[src/rtl/cla_word_sequencer_if.sv]
// rtl/cla_word_sequencer_if.sv - request and adder-side signal bundle for cla_word_sequencer
//
// Purpose: groups the requester start/done handshake and the external cla16
// adder connection into one bundle.
//   slave modport  : the sequencer (takes requests, drives cla16 operands)
//   master modport : the environment (requester plus the cla16 instance)
// Signals:
//   start, Sub, Cin_in, A_in, B_in : request and operands, sampled with start
//   busy, done                     : status; done is a one-cycle result pulse
//   Result, Cout, Ovf              : W-bit result, final carry, signed overflow
//   add_A, add_B, add_Cin          : cla16 operand slice and carry-in
//   add_Sum, add_G, add_P          : cla16 sum and group generate/propagate
interface cla_word_sequencer_if #(
    parameter int WORDS = 4
);
    localparam int W = 16 * WORDS;

    logic         start;
    logic         Sub;
    logic         Cin_in;
    logic [W-1:0] A_in;
    logic [W-1:0] B_in;
    logic         busy;
    logic         done;
    logic [W-1:0] Result;
    logic         Cout;
    logic         Ovf;
    logic [15:0]  add_A;
    logic [15:0]  add_B;
    logic         add_Cin;
    logic [15:0]  add_Sum;
    logic         add_G;
    logic         add_P;

    modport slave (
        input  start, Sub, Cin_in, A_in, B_in, add_Sum, add_G, add_P,
        output busy, done, Result, Cout, Ovf, add_A, add_B, add_Cin
    );

    modport master (
        output start, Sub, Cin_in, A_in, B_in, add_Sum, add_G, add_P,
        input  busy, done, Result, Cout, Ovf, add_A, add_B, add_Cin
    );
endinterface

[src/rtl/cla_word_sequencer.sv]
// rtl/cla_word_sequencer.sv - multi-word add/subtract sequencer sharing one cla16 adder
//
// Purpose: computes A+B or A-B over WORDS 16-bit slices, one slice per clock,
// through a single external cla16. The slice carry-out is rebuilt from the
// adder's G/P outputs and chained into the next slice.
// Ports:
//   Clk   : rising-edge clock
//   Reset : synchronous, active-high reset
//   bus   : slave side of cla_word_sequencer_if (request handshake, result,
//           and the cla16 operand/result connection)
module cla_word_sequencer #(
    parameter int WORDS = 4
) (
    input  logic                 Clk,
    input  logic                 Reset,
    cla_word_sequencer_if.slave  bus
);
    localparam int W  = 16 * WORDS;
    localparam int IW = $clog2(WORDS);

    typedef enum logic [1:0] {
        IDLE = 2'd0,
        RUN  = 2'd1,
        DONE = 2'd2
    } state_t;

    state_t        state;
    state_t        state_nxt;

    logic [W-1:0]  a_r;
    logic [W-1:0]  b_r;
    logic          sub_r;
    logic          c;
    logic [IW-1:0] idx;
    logic [W-1:0]  result_r;
    logic          cout_r;
    logic          ovf_r;

    logic [IW+3:0] base;
    logic [15:0]   slice_a;
    logic [15:0]   slice_b;
    logic          slice_cout;
    logic          carry_msb;
    logic          last;

    // Bit offset of the current slice is idx*16.
    assign base    = {idx, 4'b0000};
    assign slice_a = a_r[base +: 16];
    assign slice_b = b_r[base +: 16] ^ {16{sub_r}};
    assign last    = (idx == IW'(WORDS - 1));

    // Adder operands come only from registers; they are parked at zero outside RUN.
    assign bus.add_A   = (state == RUN) ? slice_a : 16'd0;
    assign bus.add_B   = (state == RUN) ? slice_b : 16'd0;
    assign bus.add_Cin = (state == RUN) ? c : 1'b0;

    // Slice carry-out from group generate/propagate and the registered carry-in.
    assign slice_cout = bus.add_G | (bus.add_P & c);
    // Carry into bit 15 recovered from the sum bit and its two operand bits.
    assign carry_msb  = bus.add_Sum[15] ^ bus.add_A[15] ^ bus.add_B[15];

    assign bus.busy   = (state != IDLE);
    assign bus.done   = (state == DONE);
    assign bus.Result = result_r;
    assign bus.Cout   = cout_r;
    assign bus.Ovf    = ovf_r;

    always_comb begin
        state_nxt = state;
        case (state)
            IDLE:    if (bus.start) state_nxt = RUN;
            RUN:     if (last) state_nxt = DONE;
            DONE:    state_nxt = IDLE;
            default: state_nxt = IDLE;
        endcase
    end

    always_ff @(posedge Clk) begin
        if (Reset) begin
            state    <= IDLE;
            a_r      <= '0;
            b_r      <= '0;
            sub_r    <= 1'b0;
            c        <= 1'b0;
            idx      <= '0;
            result_r <= '0;
            cout_r   <= 1'b0;
            ovf_r    <= 1'b0;
        end else begin
            state <= state_nxt;
            case (state)
                IDLE: begin
                    if (bus.start) begin
                        a_r   <= bus.A_in;
                        b_r   <= bus.B_in;
                        sub_r <= bus.Sub;
                        idx   <= '0;
                        // Subtract is A + ~B + ~borrow_in, so the borrow is inverted into a carry.
                        c     <= bus.Cin_in ^ bus.Sub;
                    end
                end
                RUN: begin
                    result_r[base +: 16] <= bus.add_Sum;
                    c                    <= slice_cout;
                    idx                  <= idx + IW'(1);
                    if (last) begin
                        cout_r <= slice_cout;
                        ovf_r  <= slice_cout ^ carry_msb;
                    end
                end
                default: ;
            endcase
        end
    end
endmodule

[src/flat_wrapper.sv]
// flat-port wrapper written by rule: the top's interface ports become plain ports
module cla_word_sequencer_flat 
#(
    parameter int WORDS = 4
)
  (Clk, Reset, bus_start, bus_Sub, bus_Cin_in, bus_A_in, bus_B_in, bus_add_Sum, bus_add_G, bus_add_P, bus_busy, bus_done, bus_Result, bus_Cout, bus_Ovf, bus_add_A, bus_add_B, bus_add_Cin);
  cla_word_sequencer_if #(.WORDS(WORDS)) bus_i ();
  input  logic Clk;
  input  logic Reset;
  input wire logic [$bits(bus_i.start)-1:0] bus_start;
  input wire logic [$bits(bus_i.Sub)-1:0] bus_Sub;
  input wire logic [$bits(bus_i.Cin_in)-1:0] bus_Cin_in;
  input wire logic [$bits(bus_i.A_in)-1:0] bus_A_in;
  input wire logic [$bits(bus_i.B_in)-1:0] bus_B_in;
  input wire logic [$bits(bus_i.add_Sum)-1:0] bus_add_Sum;
  input wire logic [$bits(bus_i.add_G)-1:0] bus_add_G;
  input wire logic [$bits(bus_i.add_P)-1:0] bus_add_P;
  output wire logic [$bits(bus_i.busy)-1:0] bus_busy;
  output wire logic [$bits(bus_i.done)-1:0] bus_done;
  output wire logic [$bits(bus_i.Result)-1:0] bus_Result;
  output wire logic [$bits(bus_i.Cout)-1:0] bus_Cout;
  output wire logic [$bits(bus_i.Ovf)-1:0] bus_Ovf;
  output wire logic [$bits(bus_i.add_A)-1:0] bus_add_A;
  output wire logic [$bits(bus_i.add_B)-1:0] bus_add_B;
  output wire logic [$bits(bus_i.add_Cin)-1:0] bus_add_Cin;
  assign bus_i.start = bus_start;
  assign bus_i.Sub = bus_Sub;
  assign bus_i.Cin_in = bus_Cin_in;
  assign bus_i.A_in = bus_A_in;
  assign bus_i.B_in = bus_B_in;
  assign bus_i.add_Sum = bus_add_Sum;
  assign bus_i.add_G = bus_add_G;
  assign bus_i.add_P = bus_add_P;
  assign bus_busy = bus_i.busy;
  assign bus_done = bus_i.done;
  assign bus_Result = bus_i.Result;
  assign bus_Cout = bus_i.Cout;
  assign bus_Ovf = bus_i.Ovf;
  assign bus_add_A = bus_i.add_A;
  assign bus_add_B = bus_i.add_B;
  assign bus_add_Cin = bus_i.add_Cin;
  cla_word_sequencer #(.WORDS(WORDS)) u_core (.Clk(Clk), .Reset(Reset), .bus(bus_i));
endmodule
[config.mk]
export PLATFORM = sky130hd
export DESIGN_NAME = cla_word_sequencer_flat
export DESIGN_NICKNAME = d
export VERILOG_FILES = /design/src/rtl/cla_word_sequencer_if.sv /design/src/rtl/cla_word_sequencer.sv /design/src/flat_wrapper.sv
export SDC_FILE = /design/constraint.sdc
export NUM_CORES = 1
export LEC_CHECK = 0
export ABC_AREA = 1
export CAP_MARGIN = 20
export CORE_MARGIN = 3
export CORE_UTILIZATION = 44
export CTS_BUF_LIST = sky130_fd_sc_hd__clkbuf_4 sky130_fd_sc_hd__clkbuf_8
export DETAILED_ROUTE_END_ITERATION = 6
export GPL_TIMING_DRIVEN = 0
export PLACE_DENSITY = 0.78
export SLEW_MARGIN = 15
export SYNTH_ARGS = -nofsm -noshare
export SYNTH_HDL_FRONTEND = slang
export SYNTH_SLANG_ARGS = --single-unit
[constraint.sdc]
create_clock -name Clk -period 2.2 [get_ports Clk]
set_clock_uncertainty 0.2 [all_clocks]
set_input_delay 0.44 -clock Clk [delete_from_list [all_inputs] [get_ports Clk]]
set_output_delay 0.44 -clock Clk [all_outputs]
set_load 0.01 [all_outputs]
==> results.json <==
{
  "status": "finished, violations left",
  "failed_checks": "setup timing",
  "grt_max_degree": 18,
  "synth_top_area_share_pct": 47.1,
  "synth_fp_nets": 1361,
  "syn_inst": 1204,
  "fin_cells": 1791,
  "cts_tree": "yes",
  "cap_violations": 0,
  "root_buffer": "clkbuf_8",
  "async_flop_share_pct": 0,
  "arrival_ns": 2.00,
  "ys_seq_area_share_pct": 47.1,
  "wl_per_cell_microns": 18.2,
  "synth-edff-count": 0,
  "numCtsBuffers": 17,
  "drt_iter0_markers": 848,
  "min_period_ns": 2.64,
  "p_leak_nw": 5.14,
  "vias_per_cell": 5.43,
  "grtUsageTotal_pct": 27.9,
  "setup_tns_ns": -18.51,
  "fmax_ghz": 0.378,
  "rows": 50,
  "drc": 0,
  "dpl.hpwl_mm": 22.4,
  "gp_congestion": 0.967,
  "finalSetupViolations": 96,
  "initial_core_util_pct": 45.1,
  "die-area_sq_um": 21000,
  "fin_ws_ns": -0.442,
  "clockBufferDepth": 2,
  "final_cell_mix": "nor2_1 (315), clkdlybuf4s50_1 (215), dfxtp_1 (196)",
  "start_kind": "flop",
  "routed_wl_mm": 32.6,
  "synth_cell_types": 28,
  "timing_hold_violations_final": 0,
  "crit_fanout": 10,
  "critPathRequiredTime_ns": 1.56,
  "io_pins": 252,
  "path_clk_slew_ns": 0.09,
  "syn_to_final_growth_pct": 57.4,
  "critPathCaptureType": "output port",
  "yosysWarnings": 0,
  "antenna_found_initial": 3,
  "drive_gt1_share_pct": 23.6,
  "cts_sinks": 200,
  "worstMarginPinSlew_ns": 0.638,
  "synth_area_leader_cell": "dfxtp_1",
  "power.total_mw": 8.70,
  "gr-total-overflow": 0,
  "syn_avg_cell_area_sq_um": 7.06,
  "synth_area_leaders": "dfxtp_1 (47%), nor2_1 (16%), o21ai_0 (13%)",
  "relSlewSlack_pct": 57.5,
  "vdd_drop_max_v": 0.000356,
  "synth_flop_cell": "dfxtp_1",
  "powerDensity_nw_per_um2": 650,
  "grt_pass1_wl_mm": 46.9,
  "syn-cell-area_sq_um": 8500,
  "drt-pass1-iter-count": 7,
  "ant_nets": 0,
  "final_common_cell": "nor2_1",
  "clk_latency_ns": 0.47,
  "hold_class": "in2reg",
  "slew_violations": 0,
  "path_class": "reg2out",
  "post-route-period-util_pct": 120,
  "coreArea_sq_um": 18800,
  "die_h_microns": 145,
  "grt_pass1_vias": 9058,
  "fp.dieW_microns": 145,
  "placedCellCount": 1714,
  "ys_ff_latch": 200,
  "cts.htree.levels": 4,
  "vias": 9732,
  "pre_cts_ws_ns": -0.804,
  "port_buffers": 250,
  "nets": 1673,
  "rsz0062_at_grt": "true"
}
## synth_stat cells, types with 5 or more instances
cell and number:
a21oi_1 102, buf_2 30, buf_4 10, clkbuf_1 49, dfxtp_1 200, ha_1 6, inv_1 19, inv_2 5
nand2_1 124, nand3_1 42, nor2_1 363, o21ai_0 219, o22ai_1 15
## critical path, stage by stage, from the launching register on
cell and delay, ns:
dfxtp_4 0.41, buf_12 0.16, buf_8 0.14, o21ai_2 0.09
o22ai_2 0.22, o21ai_1 0.11, a21oi_1 0.23, buf_2 0.19
## kinds of logic (layout without fill, tap and decap cells)
| logic type | Yosys count | in the layout | share of synthesized area, % |
|---|---|---|---|
| fa+ha+maj | 6 | 6 | 0.884 |
| buf+inv | 117 | 442 | 6.14 |
| compound gates | 340 | 340 | 20.3 |
| simple gates | 540 | 540 | 25.4 |
| flops | 200 | 200 | 47.1 |
| xor+xnor | 1 | 1 | 0.103 |
| other cells | 0 | 2 | 0 |
## final timing paths
| path | from | endpoint | slack [ns] | cells past startpoint |
|---|---|---|---|---|
| worst max-delay path | u_core.idx[0] | bus_add_B[9] | -0.44 | 7 |
| worst min-delay path | Reset | u_core.bus.Result[63] | 0.21 | 2 |
| worst max register to register | u_core.idx[0] | u_core.bus.Result[35] | -0.30 | 12 |
| worst min register to register | u_core.bus.Result[62] | u_core.bus.Result[62] | 0.27 | 2 |
## layer usage
layer / global-route usage, % / vias to the layer above / share of wire [%]
li1: - / 4586 / -
met4: 11.9 / 2 / 4.6
met1: 35.6 / 4488 / 39
met2: 46.5 / 543 / 47
met5: 0 / - / 0.040
met3: 5.31 / 113 / 9.0
## report_power, final
group	switching [mW]	total [mW]	internal, mW
Combinational	1.22	2.24	1.02
Sequential	0.162	4.02	3.86
Clock	1.32	2.44	1.12
Total	2.71	8.70	5.99
## final cells by class
| type | instances | area, sq um |
|---|---|---|
| Multi-Input combinational cell | 887 | 4810 |
| Buffer | 92 | 788 |
| Antenna cell | 2 | 5.00 |
| Timing Repair Buffer | 294 | 2890 |
| Fill cell | 1475 | 5460 |
| Clock buffer | 21 | 277 |
| Clock inverter | 11 | 138 |
| Tap cell | 260 | 325 |
| Inverter | 24 | 125 |
| Sequential cell | 200 | 4020 |
## state kept, by name, indices dropped and copies added (netlist names)
signal	cells
u_core.bus.Cout	1
u_core.bus.Result	64
u_core.b_r	64
u_core.sub_r	1
u_core.a_r	64
u_core.idx	2
u_core.c	1
u_core.state	2
u_core.bus.Ovf	1
## metrics by stage
stage / hold WS, ns / cell area [sq um] / utilization, %
6_report: 0.211 / 13400 / 71.0
5_1_grt: 0.216 / 13400 / 71.0
3_5_place_dp: 0.250 / 11300 / 60.2
4_1_cts: 0.168 / 12600 / 66.8
3_3_place_gp: 0.242 / 11300 / 60.2
2_1_floorplan: 0.229 / 8510 / -
## what timing repair did
item	in CTS	in global routing
pin swaps	42	68
gates resized for setup	371	195
setup endpoints to repair	99	95
cloned	8	3
buffers inserted	17	17
hold buffers	0	0
Note: power is estimated with default switching activity, not from simulation.
